**config.mk**
```make
export PLATFORM = sky130hd
export DESIGN_NAME = act_reader
export DESIGN_NICKNAME = d
export VERILOG_FILES = /design/src/rtl/act_reader.sv
export SDC_FILE = /design/constraint.sdc
export NUM_CORES = 1
export LEC_CHECK = 0
export CORE_AREA = 2 2 336 338
export DETAILED_ROUTE_END_ITERATION = 10
export DIE_AREA = 0 0 338 340
export PLACE_DENSITY = 0.58
export SLEW_MARGIN = 40
export SYNTH_ARGS = -nofsm -noshare
export SYNTH_HDL_FRONTEND = slang
export SYNTH_SLANG_ARGS = --single-unit
```
**constraint.sdc**
```tcl
create_clock -name clk -period 5.85 [get_ports clk]
set_input_delay 1.755 -clock clk [delete_from_list [all_inputs] [get_ports clk]]
set_output_delay 1.755 -clock clk [all_outputs]
set_load 0.1 [all_outputs]
```
**src/rtl/act_reader.sv**
```systemverilog
// Activation reader: streams rd_len 256-bit beats from the ping-pong bank pair
// through a 2-entry skid FIFO onto a valid/ready output.
module act_reader #(
  parameter int DATA_W = 128,
  parameter int ADDR_W = 15,
  parameter int LEN_W  = 13
) (
  input  logic                clk,
  input  logic                rst_n,
  input  logic                rd_start,
  input  logic [LEN_W-1:0]    rd_len,
  output logic                busy,
  output logic                done,
  output logic                bre_0,
  output logic                bre_1,
  output logic                bre_2,
  output logic                bre_3,
  output logic [ADDR_W-1:0]   braddr_0,
  output logic [ADDR_W-1:0]   braddr_1,
  output logic [ADDR_W-1:0]   braddr_2,
  output logic [ADDR_W-1:0]   braddr_3,
  input  logic [DATA_W-1:0]   brdata_0,
  input  logic [DATA_W-1:0]   brdata_1,
  input  logic [DATA_W-1:0]   brdata_2,
  input  logic [DATA_W-1:0]   brdata_3,
  output logic [2*DATA_W-1:0] dout,
  output logic                dout_valid,
  input  logic                dout_ready
);

  localparam int BEAT_W = 2 * DATA_W;

  typedef enum logic [1:0] {IDLE, READ, DRAIN, DONE} state_t;

  state_t              state_q, state_d;
  logic                pp_q, pp_d;
  logic [ADDR_W-1:0]   addr_q, addr_d;
  logic [LEN_W-1:0]    len_q, len_d;
  logic [LEN_W-1:0]    issued_q, issued_d;
  logic                inflight_q, inflight_d;
  logic [BEAT_W-1:0]   mem_q [2];
  logic [BEAT_W-1:0]   mem_d [2];
  logic                wr_ptr_q, wr_ptr_d;
  logic                rd_ptr_q, rd_ptr_d;
  logic [1:0]          count_q, count_d;

  logic                issue;
  logic                push;
  logic                pop;
  logic [1:0]          slots_used;
  logic [BEAT_W-1:0]   push_data;

  // A beat leaving the FIFO this cycle frees its slot for the read issued now,
  // which is what allows one beat per cycle with dout_ready held high.
  always_comb begin
    pop        = (count_q != 2'd0) && dout_ready;
    push       = inflight_q;
    slots_used = count_q - {1'b0, pop} + {1'b0, inflight_q};
    issue      = (state_q == READ) && (slots_used < 2'd2);
    push_data  = pp_q ? {brdata_3, brdata_2} : {brdata_1, brdata_0};
  end

  always_comb begin
    state_d    = state_q;
    pp_d       = pp_q;
    addr_d     = addr_q;
    len_d      = len_q;
    issued_d   = issued_q;
    inflight_d = issue;
    case (state_q)
      IDLE: begin
        if (rd_start) begin
          len_d    = rd_len;
          addr_d   = '0;
          issued_d = '0;
          state_d  = (rd_len != '0) ? READ : DONE;
        end
      end
      READ: begin
        if (issue) begin
          addr_d   = addr_q + ADDR_W'(1);
          issued_d = issued_q + LEN_W'(1);
          if (issued_q + LEN_W'(1) == len_q) state_d = DRAIN;
        end
      end
      DRAIN: begin
        if (!inflight_q && (count_q == 2'd0)) state_d = DONE;
      end
      DONE: begin
        state_d = IDLE;
        if (len_q != '0) pp_d = ~pp_q;
      end
      default: state_d = IDLE;
    endcase
  end

  always_comb begin
    mem_d[0] = mem_q[0];
    mem_d[1] = mem_q[1];
    if (push) mem_d[wr_ptr_q] = push_data;
    wr_ptr_d = wr_ptr_q ^ push;
    rd_ptr_d = rd_ptr_q ^ pop;
    count_d  = count_q + {1'b0, push} - {1'b0, pop};
  end

  always_ff @(posedge clk or negedge rst_n) begin
    if (!rst_n) begin
      state_q    <= IDLE;
      pp_q       <= 1'b0;
      addr_q     <= '0;
      len_q      <= '0;
      issued_q   <= '0;
      inflight_q <= 1'b0;
      mem_q[0]   <= '0;
      mem_q[1]   <= '0;
      wr_ptr_q   <= 1'b0;
      rd_ptr_q   <= 1'b0;
      count_q    <= 2'd0;
    end else begin
      state_q    <= state_d;
      pp_q       <= pp_d;
      addr_q     <= addr_d;
      len_q      <= len_d;
      issued_q   <= issued_d;
      inflight_q <= inflight_d;
      mem_q[0]   <= mem_d[0];
      mem_q[1]   <= mem_d[1];
      wr_ptr_q   <= wr_ptr_d;
      rd_ptr_q   <= rd_ptr_d;
      count_q    <= count_d;
    end
  end

  // The unselected pair is held at zero so the other side can own it freely.
  always_comb begin
    busy       = (state_q == READ) || (state_q == DRAIN);
    done       = (state_q == DONE);
    bre_0      = issue && !pp_q;
    bre_1      = issue && !pp_q;
    bre_2      = issue && pp_q;
    bre_3      = issue && pp_q;
    braddr_0   = pp_q ? '0 : addr_q;
    braddr_1   = pp_q ? '0 : addr_q;
    braddr_2   = pp_q ? addr_q : '0;
    braddr_3   = pp_q ? addr_q : '0;
    dout       = mem_q[rd_ptr_q];
    dout_valid = (count_q != 2'd0);
  end

endmodule

```
==> flow_metrics.env <==
export IMPL_row_count=123
export IMPL_worstSetupStartpointType="input port"
export IMPL_area_delta_synth_final_pct=41.4
export IMPL_yosysWarnings=0
export IMPL_multiInputGateArea_mm2=0.0116
export IMPL_ant_nets=0
export IMPL_grt_pass1_vias=20834
export IMPL_final_cell_mix="dfrtp_1 (559), nor2_1 (536), clkdlybuf4s50_1 (527)"
export IMPL_grt_pass1_wl_um=122000
export IMPL_slowest_delay_ps=460
export IMPL_synth_cells=2575
export IMPL_report_final_slew_viol_count=0
export IMPL_crit_family="buffers and inverters"
export IMPL_cts_repair_resized=0
export IMPL_num_antenna_cells=0
export IMPL_groute_usage_overall=0.136
export IMPL_cp_num_buf_inv=4
export IMPL_hold_start="mem_q[35]"
export IMPL_fp_dieArea_mm2=0.115
export IMPL_drv_cap=0
export IMPL_drcViolationCount=0
export IMPL_timing_rr_end="mem_q[440]"
export IMPL_grt_max_degree=187
export IMPL_r2r_setup_slack_ps=2250
export IMPL_post_route_period_util=0.930
export IMPL_critical_path_most_common_cell="ha_1"
export IMPL_drive_above_1_share=0.222
export IMPL_maxSlewHeadroom=0.359
export IMPL_fill_cells=11335
export IMPL_cts_htree_levels=3
export IMPL_synth_seq_area_share=0.528
export IMPL_synth_nets=3115
export IMPL_timing_rr_start="pp_q"
export IMPL_min_period_ps=5440
export IMPL_die_w_um=338
export IMPL_fin_setup_tns_ps=0
export IMPL_io_pins=852
export IMPL_finalSetupViolCount=0
export IMPL_syn_cell_area_mm2=0.0266
export IMPL_hp_class="reg2reg"
export IMPL_crit_arrival_ps=3680
export IMPL_hold_viol=0
export IMPL_yosysUniqueCellTypes=44
export IMPL_core_mm2=0.112
export IMPL_routed_wl_um=81300
export IMPL_path_clk_slew_ps=50
export IMPL_r2r_cells=5
export IMPL_dp_hpwl_um=59800
export IMPL_worstSetupPathType="in2out"
export IMPL_yosys_register_bits=561
export IMPL_nets=3856
export IMPL_cts_tree="built"
export IMPL_firstDrtPassIters=5
export IMPL_synth_edff_count=0
export IMPL_vias=20996
export IMPL_cts_made_buffers=68
export IMPL_regArea_mm2=0.0140
export IMPL_status="complete, no violations"
export IMPL_final_common_cell="dfrtp_1"
export IMPL_clock_sinks=561
export IMPL_fin_skew_ps=15.1
export IMPL_cts_buffer_depth=3
export IMPL_cp_max_fo=6
export IMPL_wl_per_cell_um=16.7
export IMPL_syn_area_per_cell_um2=10.3
export IMPL_fin_hold_ws_ps=518
export IMPL_clk_latency_ps=600
export IMPL_holdPathEnd="mem_q[35]"
export IMPL_holdPathStages=2
export IMPL_rsz0062_at_grt="no"
export IMPL_cts_setup_buffers=0
export IMPL_die_height_um=340
export IMPL_globalplace_congestion=0.778
export IMPL_overflow=0
export IMPL_start_util=0.238
export IMPL_crit_path_end_kind="output port"
export IMPL_slowest_stage="clkdlybuf4s50_1"
export IMPL_worst_slew_pin_slew_ps=961
export IMPL_antenna_found_initial=3
export IMPL_via_per_inst=4.31
export IMPL_synthArstFlopShare=1.00
export IMPL_drtIter0Drc=1156
export IMPL_cp_required_ps=4090
export IMPL_root_buffer="clkbuf_16"
export IMPL_clock_fmax_mhz=184
export IMPL_synth_ff_type="dfrtp_1"
export IMPL_cts_hold_buffers=0
export IMPL_path_cells="clkdlybuf4s50_1 -> and2_1 -> ha_1 -> inv_1 -> ha_1 -> xor3_1 -> buf_4 -> nor3_4 -> buf_12"
export IMPL_port_buffers=851
synth_stat cells, types with 2 or more instances:
cell type    n  area (um2)
dfrtp_1    561       14000
nor2_1     537        2020
a21oi_1    516        2580
mux2_2     269        3030
mux2i_1    261        2610
clkbuf_1   164         616
nand2_1     38         143
buf_4       34         255
o21ai_0     24         120
buf_1       19        71.3
and2_1      18         113
nor2b_1     16         100
xor2_1      15         131
ha_1        11         138
inv_1       11        41.3
xnor2_1     11        96.3
nand4_1     10        62.6
nor3_1       8        40.0
nand3_1      5        25.0
nand2b_1     4        25.0
nor4_1       4        25.0
and3_1       3        18.8
buf_2        3        15.0
o31ai_1      3        22.5
o41ai_1      3        26.3
or3_1        3        18.8
a211oi_1     2        15.0
a21o_1       2        15.0
a22o_1       2        17.5
nand4b_1     2        17.5
nor4_2       2        25.0
o31a_1       2        17.5
worst max path at each step:
| stage | start | end | slack (ps) | depth (start not counted) |
|---|---|---|---|---|
| floorplan | dout_ready | bre_3 | 30 | 8 |
| global placement | dout_ready | bre_3 | 390 | 9 |
| detailed placement | dout_ready | bre_1 | 400 | 9 |
| CTS | dout_ready | bre_1 | 390 | 9 |
| global route | dout_ready | bre_2 | 280 | 9 |
| finish | dout_ready | bre_0 | 410 | 9 |
registers in the layout, summed over array words and instances (netlist names):
name / cells
wr_ptr_q: 1
mem_q: 512
inflight_q: 1
count_q: 2
pp_q: 1
addr_q: 15
len_q: 13
issued_q: 13
state_q: 2
rd_ptr_q: 1
layer usage:
metal  routed length (um)  vias up  track usage  share of wire
li1                     -    10337            -              -
met2                40200      604        0.234           0.49
met1                33700     9965        0.166           0.41
met4                 1890        2       0.0434          0.023
met3                 5530       88       0.0317          0.068
met5                   13        -            0        0.00016
metrics by stage:
stage	instance area [um2]	setup WS (ps)	instances	util
final	37600	411	4867	0.337
after global routing	37600	278	4867	0.337
after CTS	37500	391	4863	0.336
after detailed placement	35200	405	4742	0.315
after global placement	36300	389	4741	0.326
after floorplan	26600	28.0	2575	-
worst reg2reg max path: stages (launching register included):
cell	delay, ps
dfrtp_4	700
buf_4	500
buf_4	730
buf_6	720
mux2i_1	660
a21oi_1	150
cell families after synthesis:
| logic type | count (synthesis) | share of synthesized area |
|---|---|---|
| adder cells (fa/ha/maj) | 11 | 0.00517 |
| buffers and inverters | 231 | 0.0375 |
| multiplexers | 530 | 0.212 |
| AO/OA/AOI/OAI | 560 | 0.108 |
| flip-flops | 561 | 0.528 |
| AND/OR/NAND/NOR | 655 | 0.100 |
| XOR/XNOR | 27 | 0.00945 |
layout make-up:
class                           count  share of cell area
Clock inverter                     20             0.00888
Multi-Input combinational cell   1783               0.309
Sequential cell                   561               0.373
Inverter                           11             0.00110
Clock buffer                      101              0.0528
Tap cell                         1500              0.0499
Timing Repair Buffer              891               0.206
Power is left out: the tool's default activity adds up to more than one toggle a clock period on the data nets, which glitch-free logic cannot reach.
